### config.mk
export PLATFORM = sky130hd
export DESIGN_NAME = mode_select_ctrl_flat
export DESIGN_NICKNAME = d
export VERILOG_FILES = /design/src/rtl/mode_select_ctrl_if.sv /design/src/rtl/mode_select_ctrl.sv /design/src/flat_wrapper.sv
export SDC_FILE = /design/constraint.sdc
export NUM_CORES = 1
export LEC_CHECK = 0
export ABC_AREA = 1
export BUFFER_PORTS_ARGS = -buffer_cell sky130_fd_sc_hd__buf_2
export CAP_MARGIN = 20
export CORE_ASPECT_RATIO = 0.7
export CORE_MARGIN = 4
export CORE_UTILIZATION = 35
export CTS_CLUSTER_SIZE = 24
export DETAILED_ROUTE_END_ITERATION = 8
export GPL_TIMING_DRIVEN = 0
export SKIP_CTS_REPAIR_TIMING = 1
export SYNTH_ARGS = -nofsm -noshare
export SYNTH_HDL_FRONTEND = slang
export SYNTH_SLANG_ARGS = --single-unit
### constraint.sdc
create_clock -name clk -period 1.6 [get_ports clk]
set_clock_uncertainty 0.2 [all_clocks]
set_input_delay 0.48 -clock clk [delete_from_list [all_inputs] [get_ports clk]]
set_output_delay 0.48 -clock clk [all_outputs]
set_load 0.02 [all_outputs]
### src/rtl/mode_select_ctrl_if.sv
// Front-panel bundle between the panel (buttons, selector, datapath handshake) and the mode controller.
// master drives the raw panel inputs and datapath status; slave is the controller that reports the mode.
interface mode_select_ctrl_if;
    logic       btn_confirm;
    logic       btn_back;
    logic [2:0] sw_sel;
    logic       mode_busy;
    logic       mode_done;
    logic [2:0] mode_state;
    logic       mode_enter;
    logic       sel_err;

    modport master (
        output btn_confirm, btn_back, sw_sel, mode_busy, mode_done,
        input  mode_state, mode_enter, sel_err
    );

    modport slave (
        input  btn_confirm, btn_back, sw_sel, mode_busy, mode_done,
        output mode_state, mode_enter, sel_err
    );
endinterface

### src/rtl/mode_select_ctrl.sv
// Front-panel mode controller: sync + debounce buttons, then run the DEFAULT/STORE/GEN/SHOW/CALC/SETUP FSM.
// Button-to-mode latency is DEBOUNCE_CYCLES+3 edges; mode_done acts on the next edge; no backpressure.
module mode_select_ctrl #(
    parameter int DEBOUNCE_CYCLES = 1_000_000
) (
    input  logic              clk,
    input  logic              rst,
    mode_select_ctrl_if.slave bus
);
    localparam logic [23:0] CNT_LAST = 24'(DEBOUNCE_CYCLES - 1);

    typedef enum logic [2:0] {
        ST_DEFAULT = 3'd0,
        ST_STORE   = 3'd1,
        ST_GEN     = 3'd2,
        ST_SHOW    = 3'd3,
        ST_CALC    = 3'd4,
        ST_SETUP   = 3'd5
    } state_t;

    // Bit 0 is confirm, bit 1 is back throughout the button front end.
    logic [1:0]       btn_s1;
    logic [1:0]       btn_s2;
    logic [1:0]       db;
    logic [1:0]       db_q;
    logic [1:0]       press;
    logic [1:0][23:0] cnt;
    logic [2:0]       sel_s1;
    logic [2:0]       sel_s2;

    state_t state;
    logic   mode_enter_r;
    logic   sel_err_r;

    always_ff @(posedge clk) begin
        if (rst) begin
            btn_s1 <= '0;
            btn_s2 <= '0;
            db     <= '0;
            db_q   <= '0;
            press  <= '0;
            cnt    <= '0;
            sel_s1 <= '0;
            sel_s2 <= '0;
        end else begin
            btn_s1 <= {bus.btn_back, bus.btn_confirm};
            btn_s2 <= btn_s1;
            sel_s1 <= bus.sw_sel;
            sel_s2 <= sel_s1;
            // A level is accepted only after it differs from db on DEBOUNCE_CYCLES consecutive edges.
            for (int i = 0; i < 2; i++) begin
                if (btn_s2[i] == db[i]) begin
                    cnt[i] <= '0;
                end else if (cnt[i] == CNT_LAST) begin
                    db[i]  <= btn_s2[i];
                    cnt[i] <= '0;
                end else begin
                    cnt[i] <= cnt[i] + 24'd1;
                end
            end
            db_q  <= db;
            press <= db & ~db_q;
        end
    end

    always_ff @(posedge clk) begin
        if (rst) begin
            state        <= ST_DEFAULT;
            mode_enter_r <= 1'b0;
            sel_err_r    <= 1'b0;
        end else begin
            mode_enter_r <= 1'b0;
            sel_err_r    <= 1'b0;
            case (state)
                ST_DEFAULT: begin
                    if (press[0]) begin
                        if (sel_s2 >= 3'd1 && sel_s2 <= 3'd5) begin
                            state        <= state_t'(sel_s2);
                            mode_enter_r <= 1'b1;
                        end else begin
                            sel_err_r <= 1'b1;
                        end
                    end
                end
                ST_STORE, ST_GEN, ST_SHOW, ST_CALC, ST_SETUP: begin
                    // A back press while busy is simply lost; done always wins.
                    if (bus.mode_done || (press[1] && !bus.mode_busy)) begin
                        state <= ST_DEFAULT;
                    end
                end
                default: state <= ST_DEFAULT;
            endcase
        end
    end

    assign bus.mode_state = state;
    assign bus.mode_enter = mode_enter_r;
    assign bus.sel_err    = sel_err_r;
endmodule

### src/flat_wrapper.sv
// flat-port wrapper written by rule: the top's interface ports become plain ports
module mode_select_ctrl_flat 
#(
    parameter int DEBOUNCE_CYCLES = 1_000_000
)
  (clk, rst, bus_btn_confirm, bus_btn_back, bus_sw_sel, bus_mode_busy, bus_mode_done, bus_mode_state, bus_mode_enter, bus_sel_err);
  mode_select_ctrl_if bus_i ();
  input  logic clk;
  input  logic rst;
  input wire logic [$bits(bus_i.btn_confirm)-1:0] bus_btn_confirm;
  input wire logic [$bits(bus_i.btn_back)-1:0] bus_btn_back;
  input wire logic [$bits(bus_i.sw_sel)-1:0] bus_sw_sel;
  input wire logic [$bits(bus_i.mode_busy)-1:0] bus_mode_busy;
  input wire logic [$bits(bus_i.mode_done)-1:0] bus_mode_done;
  output wire logic [$bits(bus_i.mode_state)-1:0] bus_mode_state;
  output wire logic [$bits(bus_i.mode_enter)-1:0] bus_mode_enter;
  output wire logic [$bits(bus_i.sel_err)-1:0] bus_sel_err;
  assign bus_i.btn_confirm = bus_btn_confirm;
  assign bus_i.btn_back = bus_btn_back;
  assign bus_i.sw_sel = bus_sw_sel;
  assign bus_i.mode_busy = bus_mode_busy;
  assign bus_i.mode_done = bus_mode_done;
  assign bus_mode_state = bus_i.mode_state;
  assign bus_mode_enter = bus_i.mode_enter;
  assign bus_sel_err = bus_i.sel_err;
  mode_select_ctrl #(.DEBOUNCE_CYCLES(DEBOUNCE_CYCLES)) u_core (.clk(clk), .rst(rst), .bus(bus_i));
endmodule
## Yosys cells after proc, flatten, opt, wreduce, memory -nomap -nowiden

Cells that the tools add are included.

| operators by class | value |
|---|---|
| add/subtract/negate cells | 2 |
| $lt $le $gt $ge | 2 |
| equal/unequal tests | 12 |
| muxes and demuxes | 6 |
| bitwise logic cells | 6 |
| reduce and logical (&&, ||, !) cells | 12 |

Operators with widths:

| cell | number |
|---|---|
| 24-bit by 1-bit adder with 24-bit output, second input constant | 2 |
| 24-bit by 20-bit == test with 1-bit output, second input constant | 2 |
| 3-bit two-way mux | 3 |
| 3-bit OR reduction | 3 |
| 3-bit by 2-bit == test with 1-bit output, second input constant | 2 |
| 3-bit == test, second input constant | 2 |
| 2-bit by 1-bit inequality test with 1-bit output, second input constant | 3 |
| 3-bit one-hot mux with 2 select lines | 1 |
| 5-bit OR reduction | 1 |
| 1-bit NOT | 4 |
| 2-bit AND reduction | 2 |
| 3-bit by 1-bit == test with 1-bit output, second input constant | 1 |
| 3-bit by 1-bit greater-or-equal comparator with 1-bit output, second input constant | 1 |
| 3-bit less-or-equal comparator, second input constant | 1 |
| 3-bit zero test | 1 |
| 3-bit AND reduction | 1 |
| 2-bit AND | 1 |
| 1-bit == test | 2 |
| 1-bit logical AND | 2 |
| 1-bit two-way mux | 2 |
| 2-bit NOT | 1 |
| 1-bit zero test | 1 |
| 1-bit logical OR | 1 |

| storage, ports and cells | value |
|---|---|
| flip-flop bits (word level) | 69 |
| output and inout bits | 5 |

## Logic depth before layout (Yosys ltp)

Gate-level depths: netlist (run 1).

| logic depth | value |
|---|---|
| depth after elaboration | 5 |
| depth in mapped cells | 9 |
| depth with buffers taken out | 9 |

## Worst setup path before layout (run 1)

No wires, ideal clock.

| timing | value |
|---|---|
| path kind | register to register |
| start | register u_core.cnt[0] (netlist bit) |
| end | register u_core.cnt[11] (netlist bit) |
| data arrival time | 1,248 ps |
| required time | 1,285 ps |
| path slack | 37 ps |
| cell stages (with the launch flop) | 8 |
| buffers on the path | 1 |
| clock period less this slack | 1,563 ps |
| cells stage by stage | dfxtp_1 > ha_1 > nand3_4 > nor3_2 > nand3_2 > nand2_4 > buf_6 > nor2_2 |

| on the way | value |
|---|---|
| cells in the longest elaborated chain, start to end | 2 |
| elaborated cells between the ends (all ways) | 3 |
| classes of those cells | 1 x add/sub; 1 x eq/ne; 1 x reduce/logical |

RTL lines:

| item | line | RTL |
|---|---|---|
| start: declaration | mode_select_ctrl.sv:27 | `logic [1:0][23:0] cnt;` |
| start signal: indexed assignment | mode_select_ctrl.sv:58 | `cnt[i] <= cnt[i] + 24'd1;` |
| parallel branches: the longest is 2 deep, another holds 24-bit by 1-bit adder with 24-bit output | -- |  |

Several ways; the timed one is not identified.
A chain may end at the register's enable or synchronous reset.

## Worst setup path in the final report (run 1)

| timing | value |
|---|---|
| start | register u_core.cnt[1] (netlist bit) |
| end | register u_core.cnt[11] (netlist bit) |

The elaborated chain is that of the path after synthesis.

==> flow_metrics.env, run 1 <==
export IMPL_critical_path_arrival_ps=1660
export IMPL_routedWlPerCell_um=11.5
export IMPL_root_buffer="clkbuf_16"
export IMPL_rr_worst_depth=7
export IMPL_fp_dieW_um=124
export IMPL_end_kind="flop"
export IMPL_synth_top_family_by_area="simple AND/OR/NAND/NOR gates"
export IMPL_wl_um=7150
export IMPL_synthDistinctLibCells=31
export IMPL_hold_viol=0
export IMPL_clkTransAtPathRegs_ps=60
export IMPL_cts_max_path_buffers=2
export IMPL_synthAdderAreaFrac_pct=0.757
export IMPL_synth_compound_area_share_pct=4.88
export IMPL_min_period_ps=1640
export IMPL_hp_start="bus_btn_confirm"
export IMPL_grt_pass1_vias=2564
export IMPL_final_cell_mix="105 x nand2_1, 92 x nor2_1, 48 x inv_1, 48 x dfxtp_1, 21 x nand3_1"
export IMPL_via_per_inst=4.56
export IMPL_grt_overflow_total=0
export IMPL_synth_edf_count=0
export IMPL_fin_ws_ps=-41.3
export IMPL_timing_rr_end="u_core.cnt[11]$_SDFF_PP0_"
export IMPL_slowest_delay_ps=360
export IMPL_setup_violations=21
export IMPL_start_util_pct=36.1
export IMPL_yosysWarningCount=0
export IMPL_area_growth_pct=22.9
export IMPL_ir_drop_mv=0.507
export IMPL_maxSlewViolCount=0
export IMPL_drt_iter0_drc=181
export IMPL_synth_ff_type="dfxtp_1"
export IMPL_firstDrtPassIters=4
export IMPL_holdWs_ps=156
export IMPL_path_class="reg2reg"
export IMPL_async_flop_share_pct=0
export IMPL_rrSetupSlack_ps=-40
export IMPL_min_to="u_core.btn_s1[0]$_SDFF_PP0_"
export IMPL_num_rows=29
export IMPL_multi_input_area_sq_um=1780
export IMPL_clock_sinks=69
export IMPL_gp_congestion=0.903
export IMPL_worst_path_max_delay_cell="dfxtp_2"
export IMPL_grt_pass1_wl_um=11900
export IMPL_worstSkewPairLatency_ps=330
export IMPL_fill_cells=938
export IMPL_mostFrequentLayoutCell="nand2_1"
export IMPL_avgSynthCellArea_sq_um=7.17
export IMPL_synth_xor_area_share_pct=6.89
export IMPL_antenna_found_initial=0
export IMPL_yosys_register_bits=69
export IMPL_p_per_area_nw_per_um2=968
export IMPL_antennaDiodeCount=0
export IMPL_final_nets=502
export IMPL_min_path_cells=3
export IMPL_maxSlewHeadroom_pct=73.7
export IMPL_rsz0062_at_grt="yes"
export IMPL_dp_cells=597
export IMPL_worst_pin_slew_ps=394
export IMPL_syn_inst=461
export IMPL_fin_util_pct=44.4
export IMPL_cp_max_fo=10
export IMPL_core_area_sq_um=9140
export IMPL_violations="setup timing"
export IMPL_cp_start_kind="flop"
export IMPL_synth_mux_area_share_pct=0
export IMPL_drc=0
export IMPL_hpwl_um=5240
export IMPL_cap_viol_max_count=0
export IMPL_track_usage_pct=13.8
export IMPL_die_h_um=89.3
export IMPL_max_freq_mhz=609
export IMPL_fin_crit_sh_pct=103
export IMPL_antenna_left=0
export IMPL_syn_num_nets=472
export IMPL_crit_path_cell_trace="ha_4, nand3_4, nor3_4, nand3_2, nand2_4, buf_12, nor2_2"
export IMPL_r2r_start="u_core.cnt[1]$_SDFF_PP0_"
export IMPL_synthSimpleGateAreaFrac_pct=38.4
export IMPL_hold_path_class="in2reg"
export IMPL_tritoncts="done"
export IMPL_register_area_sq_um=1410
export IMPL_via_count=2828
export IMPL_drive_gt1_share_pct=23.0
export IMPL_ys_seq_area_share_pct=41.8
export IMPL_grt_max_degree=14
export IMPL_die_area_sq_um=11100
export IMPL_io_buffers=12
export IMPL_cts_inserted_buffers=9
export IMPL_ios=14
export IMPL_fin_cells=620
export IMPL_h_tree_depth=3
export IMPL_synth_area_sq_um=3300
export IMPL_power_leakage_nw=1.34
export IMPL_required_ps=1620
export IMPL_outcome="finished with violations"
[through the flow]
step	total power, mW	setup slack [ps]	TNS, ps	cell area (sq um)
3_3_place_gp	1.83	-136	-3630	3520
4_1_cts	3.98	-176	-6310	3840
6_report	3.93	-41.3	-569	4060
3_5_place_dp	1.83	-165	-5880	3520
2_1_floorplan	1.81	36.5	0	3300
5_1_grt	4.09	-122	-2580	4060
[state kept, by name, summed over array words and instances (netlist names)]
register               flops
u_core.bus.mode_state      3
u_core.cnt                48
u_core.db                  2
u_core.btn_s2              2
u_core.bus.mode_enter      1
u_core.sel_s2              3
u_core.sel_s1              3
u_core.db_q                2
u_core.btn_s1              2
u_core.bus.sel_err         1
u_core.press               2
[worst max-delay path by stage]
stage                              from  slack, ps                         to
2_1_floorplan  u_core.cnt[0]$_SDFF_PP0_         40  u_core.cnt[11]$_SDFF_PP0_
3_3_place_gp   u_core.cnt[0]$_SDFF_PP0_       -140  u_core.cnt[17]$_SDFF_PP0_
3_5_place_dp   u_core.cnt[0]$_SDFF_PP0_       -170  u_core.cnt[16]$_SDFF_PP0_
4_1_cts        u_core.cnt[0]$_SDFF_PP0_       -180  u_core.cnt[11]$_SDFF_PP0_
5_1_grt        u_core.cnt[1]$_SDFF_PP0_       -120  u_core.cnt[11]$_SDFF_PP0_
6_report       u_core.cnt[1]$_SDFF_PP0_        -40  u_core.cnt[11]$_SDFF_PP0_
[cell families after synthesis]
| logic type | after synthesis |
|---|---|
| fa+ha+maj | 2 |
| buf+inv | 58 |
| xor+xnor | 26 |
| compound gates | 28 |
| flops | 69 |
| simple gates | 278 |
[cell type report]
type                    instances  share of cell area, %
repair buffers                 19                   2.90
clock inverters                 7                   2.40
inverters                      52                   4.81
flip-flops and latches         69                   34.8
multi-input cells             334                   43.9
plain buffers                   6                   1.82
clock buffers                   9                   5.55
well taps                     124                   3.82
[critical path: cells and delay by family, from the launching register on]
kind | cells | cell delay [ps]
fa+ha+maj | 1 | 160
buf+inv | 1 | 160
flops | 1 | 360
simple gates | 5 | 640
[routing by layer]
layer,up-vias,routed length [um],GRT usage [%]
li1,1490,-,-
met1,1280,3960,20.4
met2,54,2810,19.1
met3,4,325,4.93
met4,0,54,2.98
met5,-,0,0
[synth_stat cells, types with 7 or more instances]
cell type,n,area share [%]
xor2_1,16,4.2
o21ai_0,7,1.1
nand4_1,7,1.3
xnor2_1,10,2.7
nand2_1,105,12
nor2_2,14,2.7
dfxtp_1,69,42
nor2_1,102,12
a21oi_1,12,1.8
nand3_1,22,3.3
inv_1,50,5.7
[report_power, final]
part	leakage (nW)	total [mW]	switching [mW]	internal (mW)
combinational	0.618	0.0683	0.0398	0.0285
sequential	0.569	1.74	0.00657	1.73
clock	0.152	2.13	0.758	1.37
total	1.34	3.93	0.805	3.13
No activity file was read; power rests on OpenSTA's default activity.
==> inputs of run 2 (changes only) <==
--- a/config.mk
+++ b/config.mk
@@ -6,15 +6,14 @@
 export NUM_CORES = 1
 export LEC_CHECK = 0
 export ABC_AREA = 1
-export BUFFER_PORTS_ARGS = -buffer_cell sky130_fd_sc_hd__buf_2
 export CAP_MARGIN = 20
 export CORE_ASPECT_RATIO = 0.7
 export CORE_MARGIN = 4
 export CORE_UTILIZATION = 35
 export CTS_CLUSTER_SIZE = 24
 export DETAILED_ROUTE_END_ITERATION = 8
+export DONT_BUFFER_PORTS = 1
 export GPL_TIMING_DRIVEN = 0
-export SKIP_CTS_REPAIR_TIMING = 1
 export SYNTH_ARGS = -nofsm -noshare
 export SYNTH_HDL_FRONTEND = slang
 export SYNTH_SLANG_ARGS = --single-unit
==> run 2 against run 1 <==
- the flow still finishes with violations (setup timing)
- critical path type unchanged
- worst setup slack worse by 3.6 ps
- register-to-register slack hardly changed
- final cell count is 0.16% lower
- utilization is 0.56 points higher
==> flow_metrics.env, run 2 (synthesis gave the netlist of run 1 again) <==
export IMPL_holdBufCountCts=0
export IMPL_largest_reg_flops=48
export IMPL_maxSlewHeadroom_pct=70.7
export IMPL_top_register="u_core.cnt"
export IMPL_max_freq_mhz=608
export IMPL_outcome="finished with violations"
export IMPL_area_growth_pct=24.4
export IMPL_routedWlPerCell_um=11.6
export IMPL_antenna_found_initial=0
export IMPL_h_tree_depth=3
export IMPL_maxSlewViolCount=0
export IMPL_p_switching_uw=775
export IMPL_ios=14
export IMPL_final_nets=501
export IMPL_core_area_sq_um=9140
export IMPL_cp_start_kind="flop"
export IMPL_intPower_mw=2.84
export IMPL_cp_max_fo=7
export IMPL_mostFrequentLayoutCell="nand2_1"
export IMPL_num_rows=29
export IMPL_hpwl_um=5000
export IMPL_via_per_inst=4.59
export IMPL_seq_power_share_pct=47.9
export IMPL_antennaDiodeCount=0
export IMPL_fin_ws_ps=-44.9
export IMPL_tritoncts="done"
export IMPL_min_period_ps=1640
export IMPL_die_area_sq_um=11100
export IMPL_holdWs_ps=73.7
export IMPL_rsz0062_at_grt="yes"
export IMPL_ir_drop_mv=0.557
export IMPL_critical_path_arrival_ps=1660
export IMPL_dp_slack_ps=-148
export IMPL_violations="setup timing"
export IMPL_min_path_cells=2
export IMPL_final_cell_mix="102 x nand2_1, 86 x nor2_1, 48 x inv_1, 48 x dfxtp_1, 26 x nor2_2"
export IMPL_firstDrtPassIters=5
export IMPL_worstSkewPairLatency_ps=320
export IMPL_die_h_um=89.3
export IMPL_slowest_delay_ps=360
export IMPL_io_buffers=0
export IMPL_crit_path_cell_trace="ha_4, nand3_4, nor3_4, nand3_2, nand2_4, clkbuf_16, a21oi_2"
export IMPL_cap_viol_max_count=0
export IMPL_antenna_left=0
export IMPL_grt_max_degree=13
export IMPL_clock_sinks=69
export IMPL_fin_crit_sh_pct=103
export IMPL_cts_max_path_buffers=2
export IMPL_hold_path_class="in2reg"
export IMPL_path_class="reg2reg"
export IMPL_rr_worst_depth=7
export IMPL_required_ps=1610
export IMPL_fin_total_pwr_mw=3.62
export IMPL_gp_congestion=0.868
export IMPL_end_kind="flop"
export IMPL_worst_pin_slew_ps=439
export IMPL_switching_share_pct=21.4
export IMPL_clkTransAtPathRegs_ps=60
export IMPL_hold_viol=0
export IMPL_grt_pass1_wl_um=11400
export IMPL_placed_area_sq_um=3460
export IMPL_drc=0
export IMPL_root_buffer="clkbuf_16"
export IMPL_p_comb_share_pct=2.0
export IMPL_drive_gt1_share_pct=25.3
export IMPL_fp_dieW_um=124
export IMPL_fin_setup_tns_ps=-409
export IMPL_setup_violations=18
export IMPL_worst_path_max_delay_cell="dfxtp_4"
export IMPL_power_leakage_nw=1.35
export IMPL_drt_iter0_drc=197
export IMPL_final_area_sq_um=4110
export IMPL_via_count=2841
export IMPL_track_usage_pct=13.1
export IMPL_wl_um=7160
export IMPL_start_util_pct=36.1
export IMPL_grt_overflow_total=0
export IMPL_grt_pass1_vias=2449
export IMPL_p_per_area_nw_per_um2=880
export IMPL_power_clock_fraction_pct=50.0
export IMPL_cts_inserted_buffers=9
[run 2: cell count changes in the layout (fill, tap and decap cells not counted), moves of 3 or more]
cell / change
nor2_1: -6
nand2_1: -3
nor2_2: +6
buf_2: -10
buf_4: +5
a21oi_2: +3
a21oi_1: -3
nand2_2: +3
[run 2: repair_timing]
action | CTS | global route
cloned | 0 | 2
pin swaps | 8 | 17
resized for setup | 16 | 54
hold endpoints to repair | 0 | 0
setup endpoints to repair | 43 | 52
setup buffers | 4 | 12
[run 2: worst paths after layout]
check	startpoint	endpoint	slack [ps]
worst min-delay path	bus_sw_sel[0]	u_core.sel_s1[0]$_SDFF_PP0_	70
worst max-delay path	u_core.cnt[0]$_SDFF_PP0_	u_core.cnt[21]$_SDFF_PP0_	-40
worst min register to register	u_core.db_q[1]$_SDFF_PP0_	u_core.press[1]$_SDFF_PP0_	190
worst max register to register	u_core.cnt[0]$_SDFF_PP0_	u_core.cnt[21]$_SDFF_PP0_	-40
[run 2: through the flow]
step | instances | util (%)
final | 619 | 45.0
after global routing | 619 | 45.0
after CTS | 605 | 42.0
after detailed placement | 585 | 37.8
after global placement | 585 | 37.8
after floorplan | 461 | -
[run 2: critical path, delay by kind of cell, from the launching register on]
| kind | cells | cell delay, ps |
|---|---|---|
| AO/OA/AOI/OAI | 1 | 30 |
| adder cells (fa/ha/maj) | 1 | 140 |
| buffers and inverters | 1 | 190 |
| flip-flops | 1 | 360 |
| AND/OR/NAND/NOR | 4 | 620 |
[run 2: final cells by class]
class                   count  area [sq um]
plain buffers               6          73.8
flip-flops and latches     69          1420
inverters                  52           195
repair buffers             18           178
multi-input cells         334          1820
clock buffers              10           239
fillers                   891          5030
well taps                 124           155
clock inverters             6          38.8
[run 2: power groups by stage]
| stage | clock network [mW] | logic, mW | registers, mW |
|---|---|---|---|
| after floorplan | 0 | 0.0393 | 1.77 |
| after global placement | 0 | 0.0508 | 1.77 |
| after detailed placement | 0 | 0.0514 | 1.77 |
| after CTS | 1.87 | 0.0574 | 1.74 |
| after global routing | 1.96 | 0.0815 | 1.73 |
| final | 1.81 | 0.0739 | 1.73 |
[run 2: layer usage]
layer	routed length [um]	global-route usage [%]	vias up
met5	0	0	-
met4	59	4.47	0
met3	384	3.61	4
met2	2930	18.6	66
met1	3780	19.1	1289
li1	-	-	1482
==> inputs of run 3 (changes only) <==
--- a/config.mk
+++ b/config.mk
@@ -5,11 +5,11 @@
 export SDC_FILE = /design/constraint.sdc
 export NUM_CORES = 1
 export LEC_CHECK = 0
-export ABC_AREA = 1
 export CAP_MARGIN = 20
-export CORE_ASPECT_RATIO = 0.7
+export CORE_ASPECT_RATIO = 1.5
 export CORE_MARGIN = 4
 export CORE_UTILIZATION = 35
+export CTS_BUF_LIST = sky130_fd_sc_hd__clkbuf_8 sky130_fd_sc_hd__clkbuf_16
 export CTS_CLUSTER_SIZE = 24
 export DETAILED_ROUTE_END_ITERATION = 8
 export DONT_BUFFER_PORTS = 1
==> run 3 against run 2 <==
- the run still ends with setup timing left
- die area down 12%
- synthesized area down 13%
- combinational power decreased by 15%
- global-route usage up 1.6 points
- sequential cell count stayed put
- power is 7.5% higher
- clock power up 17%
- synthesized cell count down 29%
- count of clock-buffer cells in the layout stayed put
- critical endpoint is now u_core.cnt[20]$_SDFF_PP0_
==> flow_metrics.env, run 3 <==
export IMPL_final_area_sq_um=4090
export IMPL_ys_seq_area_share_pct=48.3
export IMPL_cap_viol_max_count=0
export IMPL_avgSynthCellArea_sq_um=8.77
export IMPL_via_count=2496
export IMPL_clock_sinks=69
export IMPL_io_buffers=0
export IMPL_synth_commonest_cells="69 x dfxtp_1, 44 x nor2_1, 23 x xnor2_1, 17 x a21oi_1, 17 x nand3_1"
export IMPL_clkTransAtPathRegs_ps=60
export IMPL_antenna_left=0
export IMPL_start_util_pct=35.7
export IMPL_final_cell_mix="43 x nor2_1, 38 x buf_4, 33 x dfxtp_1"
export IMPL_cts_inserted_buffers=9
export IMPL_track_usage_pct=14.7
export IMPL_largest_reg_flops=48
export IMPL_async_flop_share_pct=0
export IMPL_syn_inst=326
export IMPL_final_nets=393
export IMPL_h_tree_depth=3
export IMPL_via_per_inst=5.07
export IMPL_end_kind="flop"
export IMPL_antennaDiodeCount=0
export IMPL_root_buffer="clkbuf_16"
export IMPL_gp_congestion=0.834
export IMPL_min_period_ps=1950
export IMPL_rsz0062_at_grt="yes"
export IMPL_grt_overflow_total=0
export IMPL_die_area_sq_um=9710
export IMPL_violations="setup timing"
export IMPL_path_class="reg2reg"
export IMPL_ios=14
export IMPL_synth_area_leader_cell="dfxtp_1"
export IMPL_max_freq_mhz=513
export IMPL_ys_top_cells_by_area="dfxtp_1 48%, xnor2_1 7.0%, nor2_1 5.8%"
export IMPL_ir_drop_mv=0.662
export IMPL_fin_ws_ps=-348
export IMPL_outcome="finished with violations"
export IMPL_wl_um=6770
export IMPL_drc=0
export IMPL_grt_pass1_wl_um=11400
export IMPL_synth_area_sq_um=2860
export IMPL_cp_start_kind="flop"
export IMPL_critical_path_arrival_ps=2000
export IMPL_top_register="u_core.cnt"
export IMPL_hold_path_class="in2reg"
export IMPL_maxSlewHeadroom_pct=69.4
export IMPL_area_growth_pct=43.1
export IMPL_antenna_found_initial=0
export IMPL_cts_max_path_buffers=2
export IMPL_fin_crit_sh_pct=122
export IMPL_hold_viol=0
export IMPL_fill_cells=713
export IMPL_drive_gt1_share_pct=37.0
export IMPL_required_ps=1650
export IMPL_fin_setup_tns_ps=-11780
export IMPL_grt_pass1_vias=2471
export IMPL_worstSkewPairLatency_ps=330
export IMPL_holdWs_ps=80.9
export IMPL_tritoncts="done"
export IMPL_mostFrequentLayoutCell="nor2_1"
export IMPL_holdBufCountCts=0
export IMPL_core_area_sq_um=8010
export IMPL_register_area_sq_um=1470
export IMPL_syn_num_nets=337
export IMPL_maxSlewViolCount=0
export IMPL_p_per_area_nw_per_um2=951
export IMPL_placed_area_sq_um=3150
export IMPL_synth_ff_type="dfxtp_1"
export IMPL_firstDrtPassIters=4
export IMPL_drt_iter0_drc=105
export IMPL_fp_dieW_um=81.8
export IMPL_synth_edf_count=0
export IMPL_synthDistinctLibCells=31
export IMPL_fin_util_pct=51.1
export IMPL_grt_max_degree=15
export IMPL_power_leakage_nw=1.38
export IMPL_yosys_register_bits=69
export IMPL_synth_most_common_cell="dfxtp_1"
export IMPL_routedWlPerCell_um=13.8
export IMPL_cp_max_fo=4
export IMPL_setup_violations=49
export IMPL_num_rows=40
export IMPL_synth_top_cell_area_share_pct=48.3
export IMPL_multi_input_area_sq_um=1620
export IMPL_hpwl_um=3860
export IMPL_yosysWarningCount=0
export IMPL_die_h_um=119
export IMPL_worst_pin_slew_ps=459
[run 3: repair_timing]
action,in CTS,in global routing
resized for setup,57,22
buffers inserted,37,8
pin swaps,23,12
gates cloned,3,0
hold endpoints to repair,0,0
setup endpoints to repair,53,53
[run 3: critical path, cell delays in order (launching register included)]
cell and delay [ps]:
dfxtp_2 350, nand4_1 150, buf_6 160, or4_4 530
or3_1 350, a21oi_2 130
[run 3: worst paths after layout]
kind                                           startpoint                          end  slack, ps  depth (start not counted)
worst min register to register  u_core.db_q[0]$_SDFF_PP0_   u_core.press[0]$_SDFF_PP0_        180                          1
worst min-delay path                        bus_sw_sel[2]  u_core.sel_s1[2]$_SDFF_PP0_         80                          1
worst max register to register   u_core.cnt[4]$_SDFF_PP0_    u_core.cnt[20]$_SDFF_PP0_       -350                          5
worst max-delay path             u_core.cnt[4]$_SDFF_PP0_    u_core.cnt[20]$_SDFF_PP0_       -350                          5
[run 3: through the flow]
step           worst slack [ps]  instances  power (mW)
3_3_place_gp               -451        431        1.82
6_report                   -348        492        3.89
2_1_floorplan              -254        326        1.81
5_1_grt                    -403        492        4.01
3_5_place_dp               -484        431        1.82
4_1_cts                    -317        486        3.94
[run 3: cell families (layout without fill, tap and decap cells)]
group / after synthesis / in the layout / share of synthesized area [%]
and+or+nand+nor: 158 / 158 / 29.6
DFF: 69 / 69 / 48.3
AOI/OAI and AO/OA: 38 / 38 / 7.31
xor gates and xnor gates: 31 / 31 / 9.50
buffers and inverters: 26 / 87 / 3.68
adders and majority gates: 2 / 2 / 0.875
muxes: 2 / 2 / 0.700
[run 3: final cells by class]
| cell class | instances | share of cell area, % |
|---|---|---|
| Multi-Input combinational cell | 231 | 39.7 |
| Timing Repair Buffer | 47 | 9.57 |
| Sequential cell | 69 | 36.0 |
| Clock inverter | 6 | 1.77 |
| Clock buffer | 10 | 6.12 |
| Buffer | 10 | 2.39 |
| Inverter | 14 | 1.28 |
| Tap cell | 105 | 3.21 |
[run 3: power by group]
group / switching, mW / internal (mW)
clock: 0.793 / 1.32
sequential: 0.00854 / 1.70
combinational: 0.0322 / 0.0307
[run 3: per-layer routing]
metal,up-vias,track usage [%],share of wire (%)
li1,1261,-,-
met1,1168,16.8,41
met2,52,25.3,54
met3,15,3.73,3.1
met4,0,6.03,2.0
met5,-,0,0
